==> config.mk <==
export PLATFORM = sky130hd
export DESIGN_NAME = serial_add_sequencer
export DESIGN_NICKNAME = d
export VERILOG_FILES = /design/src/rtl/serial_add_sequencer.sv
export SDC_FILE = /design/constraint.sdc
export NUM_CORES = 1
export LEC_CHECK = 0
export ABC_AREA = 1
export CORE_MARGIN = 3
export CORE_UTILIZATION = 47
export CTS_BUF_LIST = sky130_fd_sc_hd__clkbuf_8
export DETAILED_ROUTE_END_ITERATION = 16
export GPL_ROUTABILITY_DRIVEN = 0
export PLACE_DENSITY = 0.78
export SLEW_MARGIN = 20
export SYNTH_ARGS = -nofsm -noshare
export SYNTH_HDL_FRONTEND = slang
export SYNTH_SLANG_ARGS = --single-unit
export TNS_END_PERCENT = 100
==> constraint.sdc <==
create_clock -name clk -period 1.2 [get_ports clk]
set_clock_uncertainty 0.05 [all_clocks]
set_input_delay 0.24 -clock clk [delete_from_list [all_inputs] [get_ports clk]]
set_output_delay 0.24 -clock clk [all_outputs]
set_load 0.01 [all_outputs]
==> src/rtl/serial_add_sequencer.sv <==
// Bit-serial adder controller: walks one full-adder cell (two half adders plus OR)
// LSB-first across two WIDTH-bit operands, with valid/ready on both operand and result sides.
module serial_add_sequencer #(
  parameter int WIDTH = 8
) (
  input  logic             clk,
  input  logic             rst_n,
  input  logic             in_valid,
  output logic             in_ready,
  input  logic [WIDTH-1:0] a,
  input  logic [WIDTH-1:0] b,
  output logic             out_valid,
  input  logic             out_ready,
  output logic [WIDTH-1:0] sum,
  output logic             carry_out,
  output logic             busy
);

  localparam int CNT_W = $clog2(WIDTH) + 1;
  localparam logic [CNT_W-1:0] LAST_BIT = CNT_W'(WIDTH - 1);

  typedef enum logic [1:0] {
    IDLE = 2'd0,
    RUN  = 2'd1,
    DONE = 2'd2
  } state_t;

  state_t           state;
  logic [WIDTH-1:0] a_sr;
  logic [WIDTH-1:0] b_sr;
  logic [CNT_W-1:0] cnt;
  logic             carry;

  logic [1:0] ha_lo;
  logic [1:0] ha_hi;
  logic       bit_s;
  logic       bit_c;

  // Shared 1-bit cell; returns {carry, sum}.
  function automatic logic [1:0] half_add(input logic x, input logic y);
    return {x & y, x ^ y};
  endfunction

  // Full adder built from the two half adders; carries from both halves are ORed.
  always_comb begin
    ha_lo = half_add(a_sr[0], b_sr[0]);
    ha_hi = half_add(ha_lo[0], carry);
    bit_s = ha_hi[0];
    bit_c = ha_lo[1] | ha_hi[1];
  end

  // Operand shift registers carry data only and need no reset.
  always_ff @(posedge clk) begin
    if (state == IDLE && in_valid && in_ready) begin
      a_sr <= a;
      b_sr <= b;
    end else if (state == RUN) begin
      a_sr <= a_sr >> 1;
      b_sr <= b_sr >> 1;
    end
  end

  always_ff @(posedge clk) begin
    if (!rst_n) begin
      state     <= IDLE;
      in_ready  <= 1'b1;
      busy      <= 1'b0;
      out_valid <= 1'b0;
      sum       <= '0;
      carry_out <= 1'b0;
      cnt       <= '0;
      carry     <= 1'b0;
    end else begin
      case (state)
        IDLE: begin
          if (in_valid && in_ready) begin
            carry    <= 1'b0;
            cnt      <= '0;
            state    <= RUN;
            in_ready <= 1'b0;
            busy     <= 1'b1;
          end
        end
        RUN: begin
          // Result assembles by shifting each new bit in at the MSB end.
          sum   <= {bit_s, sum[WIDTH-1:1]};
          carry <= bit_c;
          cnt   <= cnt + 1'b1;
          if (cnt == LAST_BIT) begin
            carry_out <= bit_c;
            out_valid <= 1'b1;
            state     <= DONE;
          end
        end
        DONE: begin
          if (out_valid && out_ready) begin
            out_valid <= 1'b0;
            state     <= IDLE;
            in_ready  <= 1'b1;
            busy      <= 1'b0;
          end
        end
        default: begin
          state     <= IDLE;
          in_ready  <= 1'b1;
          busy      <= 1'b0;
          out_valid <= 1'b0;
        end
      endcase
    end
  end

endmodule

==> flow_metrics.tcl <==
set metrics [dict create \
    antenna_found_initial 0 \
    place_area_um2 1890 \
    netlist_instances 166 \
    start_kind "register" \
    crit_start "a_sr[0]$_DFFE_PP_" \
    die_h_um 62.0 \
    r2r_cells 3 \
    first_iter_violations 77 \
    syn_to_final_growth_pct 38.3 \
    wirelength_um 2950 \
    violations "setup timing" \
    synth-edff-count 16 \
    cts_buffers 5 \
    power_frac_comb_pct 20.8 \
    yosysWarnings 0 \
    synth_seq_area_share_pct 58.4 \
    dp_hpwl_um 2020 \
    dp.cells 245 \
    ioPinCount 32 \
    finalInstanceArea_um2 2040 \
    path_class "reg -> reg" \
    synth_area_leaders "edfxtp_1 (33%), dfxtp_1 (26%), nand2_1 (15%)" \
    die-area_um2 3850 \
    synth_top_area_share_pct 32.6 \
    hp-class "in -> reg" \
    grt.overflow.total 0 \
    netSwitchingFraction_pct 27.4 \
    grtUsageTotal_pct 16.5 \
    pre_cts_slack_ns -0.346 \
    cts_tree "yes" \
    power_density_nw_per_um2 1420 \
    io_buffers 31 \
    cts.reportedPaths.clkPinSlew_ns 0.06 \
    intPower_mw 2.10 \
    power_frac_seq_pct 51.8 \
    n_antenna_cell 0 \
    fin_ws_ns -0.0321 \
    final_nets 237 \
    layout_common_cells "nand2_1 (56), nor2_1 (21), clkdlybuf4s50_1 (18)" \
    worstMarginPinSlew_ns 0.251 \
    r2r_start "a_sr[0]$_DFFE_PP_" \
    antenna_left 0 \
    synth_flop_cell "dfxtp_1" \
    max_freq_mhz 812 \
    rsz0062_at_grt "true" \
    hold_ws_ns 0.404 \
    fp-row-count 19 \
    cp.required_ns 1.38 \
    ctsHtreeMaxLevel 2 \
    post_drt_via_cell_ratio 4.69 \
    finalSetupViolations 1 \
    worst_skew_pair.late_latency_ns 0.29 \
    syn_area_um2 1480 \
    ctsLongestPathBuffers 2 \
    vias 1211 \
    final_cells 258 \
    yosys.area.top_type "edfxtp_1" \
    p_leak_nw 0.902 \
    synth_cell_types 20 \
    whs_endpoint "state[0]$_SDFFE_PN0P_" \
    drive_gt1_share_pct 24.1 \
    grt_pass1_wl_um 4520 \
    grt_max_degree 20 \
    worstReg2RegEnd "sum[7]$_SDFFE_PN0N_" \
    synthesis.nets 188 \
    p_sw_uw 792 \
    drc 0 \
    drt-pass1-iter-count 4 \
    cp_max_fo 1 \
    drv_slew 0 \
    fillCellCount 243 \
    endpoint_kind "register" \
    wl_per_cell_um 11.4 \
    ctsHoldBuffers 0 \
    ir_worst_vdd_mv 0.873 \
    core-area_um2 2880 \
    syn_area_per_cell_um2 8.89 \
    postSynth.asyncResetShare_pct 0 \
    finalCriticalPeriod_ns 1.23 \
    status "complete, but fails checks" \
    die_w_um 62.0 \
    initial_core_util_pct 51.3 \
    hold_viol 0 \
    critPathSlowestCell "fa_2" \
    crit_path_max_incr_delay_ns 0.57 \
    synth_seq_cells 35 \
    finalCritPeriodShare_pct 103 \
    cts.sinks 35 \
    pwr-share-clk_pct 27.3 \
    holdCritStartpoint "in_valid" \
    grt_pass1_vias 1090 \
    r2r_slack_ns -0.03 \
    max_slew_margin_pct 83.3 \
    min_path_cells 4 \
    cap_viol_max_count 0 \
    cts-root-buf "clkbuf_8" \
    final_common_cell "nand2_1" \
    crit_chain "fa_2 -> o21ai_2 -> nor2_1" \
    cp.arrival_ns 1.41 \
]
[state kept, by name, indices dropped and copies added, names as in the netlist]
register / cells
b_sr: 8
carry_out: 1
carry: 1
state: 2
a_sr: 8
sum: 8
in_ready: 1
busy: 1
cnt: 4
out_valid: 1
[timing repair]
action                                  in CTS  in global routing
endpoints found under the setup margin      44                 48
resized for setup                           28                 33
gates cloned                                 1                  1
setup buffers                                0                  3
pin swaps                                    4                  3
[stage by stage]
stage | power, mW | utilization, % | setup TNS [ns]
after floorplan | 1.83 | - | 0
after detailed placement | 2.07 | 65.7 | -11.55
after global placement | 2.05 | 65.7 | -10.71
after CTS | 2.88 | 69.1 | -0.0758
final | 2.89 | 70.9 | -0.0321
after global routing | 3.06 | 70.9 | -0.545
[worst max-delay path: cells and delay by family (launching register included)]
kind,cells,cell delay (ns)
DFF,1,0.42
adders and majority gates,1,0.57
and+or+nand+nor,1,0.08
AOI/OAI and AO/OA,1,0.05
[how the worst max path moves through the flow]
stage | endpoint | cells after the start | slack (ns)
floorplan | sum[7]$_SDFFE_PN0N_ | 3 | 0.001
global placement | b_sr[3]$_DFFE_PP_ | 5 | -0.32
detailed placement | b_sr[3]$_DFFE_PP_ | 5 | -0.35
CTS | sum[7]$_SDFFE_PN0N_ | 3 | -0.05
global route | sum[7]$_SDFFE_PN0N_ | 3 | -0.08
finish | sum[7]$_SDFFE_PN0N_ | 3 | -0.03
[cells by family after synthesis]
group	after synthesis	share of synthesized area, %
AOI/OAI and AO/OA	18	6.11
and+or+nand+nor	96	27.3
buffers and inverters	15	6.02
DFF	35	58.4
adders and majority gates	2	2.21
[synth_stat cells (2+ instances only)]
library cell and number:
o21ai_0 10, inv_2 2, nor2_4 2, buf_6 4, a21oi_1 8, nor2_1 22, nand3_1 7, inv_1 7
nor2_2 2, dfxtp_1 19, edfxtp_1 16, nand2_1 59
[power groups by stage]
| stage | clock network (mW) | logic, mW | registers [mW] |
|---|---|---|---|
| global route | 0.874 | 0.673 | 1.52 |
| global placement | 0 | 0.538 | 1.52 |
| detailed placement | 0 | 0.551 | 1.52 |
| CTS | 0.817 | 0.561 | 1.50 |
| floorplan | 0 | 0.301 | 1.53 |
| finish | 0.791 | 0.603 | 1.50 |
[routing by layer]
metal	part of all wire, %	wire length, um	up-vias	global-route usage (%)
met5	0	0	-	0
met4	1.2	35	0	4.55
met3	6.4	190	3	6.20
met2	49	1460	41	28.8
met1	43	1270	535	18.8
li1	-	-	632	-
[final cells by class]
| class | instances | area, um^2 | area share [%] |
|---|---|---|---|
| inverter | 10 | 52.6 | 2.58 |
| multi-input combinational | 116 | 559 | 27.4 |
| tap | 42 | 52.6 | 2.58 |
| timing repair buffer | 45 | 400 | 19.6 |
| sequential | 35 | 870 | 42.6 |
| clock inverter | 3 | 12.5 | 0.613 |
| clock buffer | 5 | 68.8 | 3.37 |
| timing repair inverter | 2 | 25.0 | 1.23 |
Power figures use the tool's default switching activity.
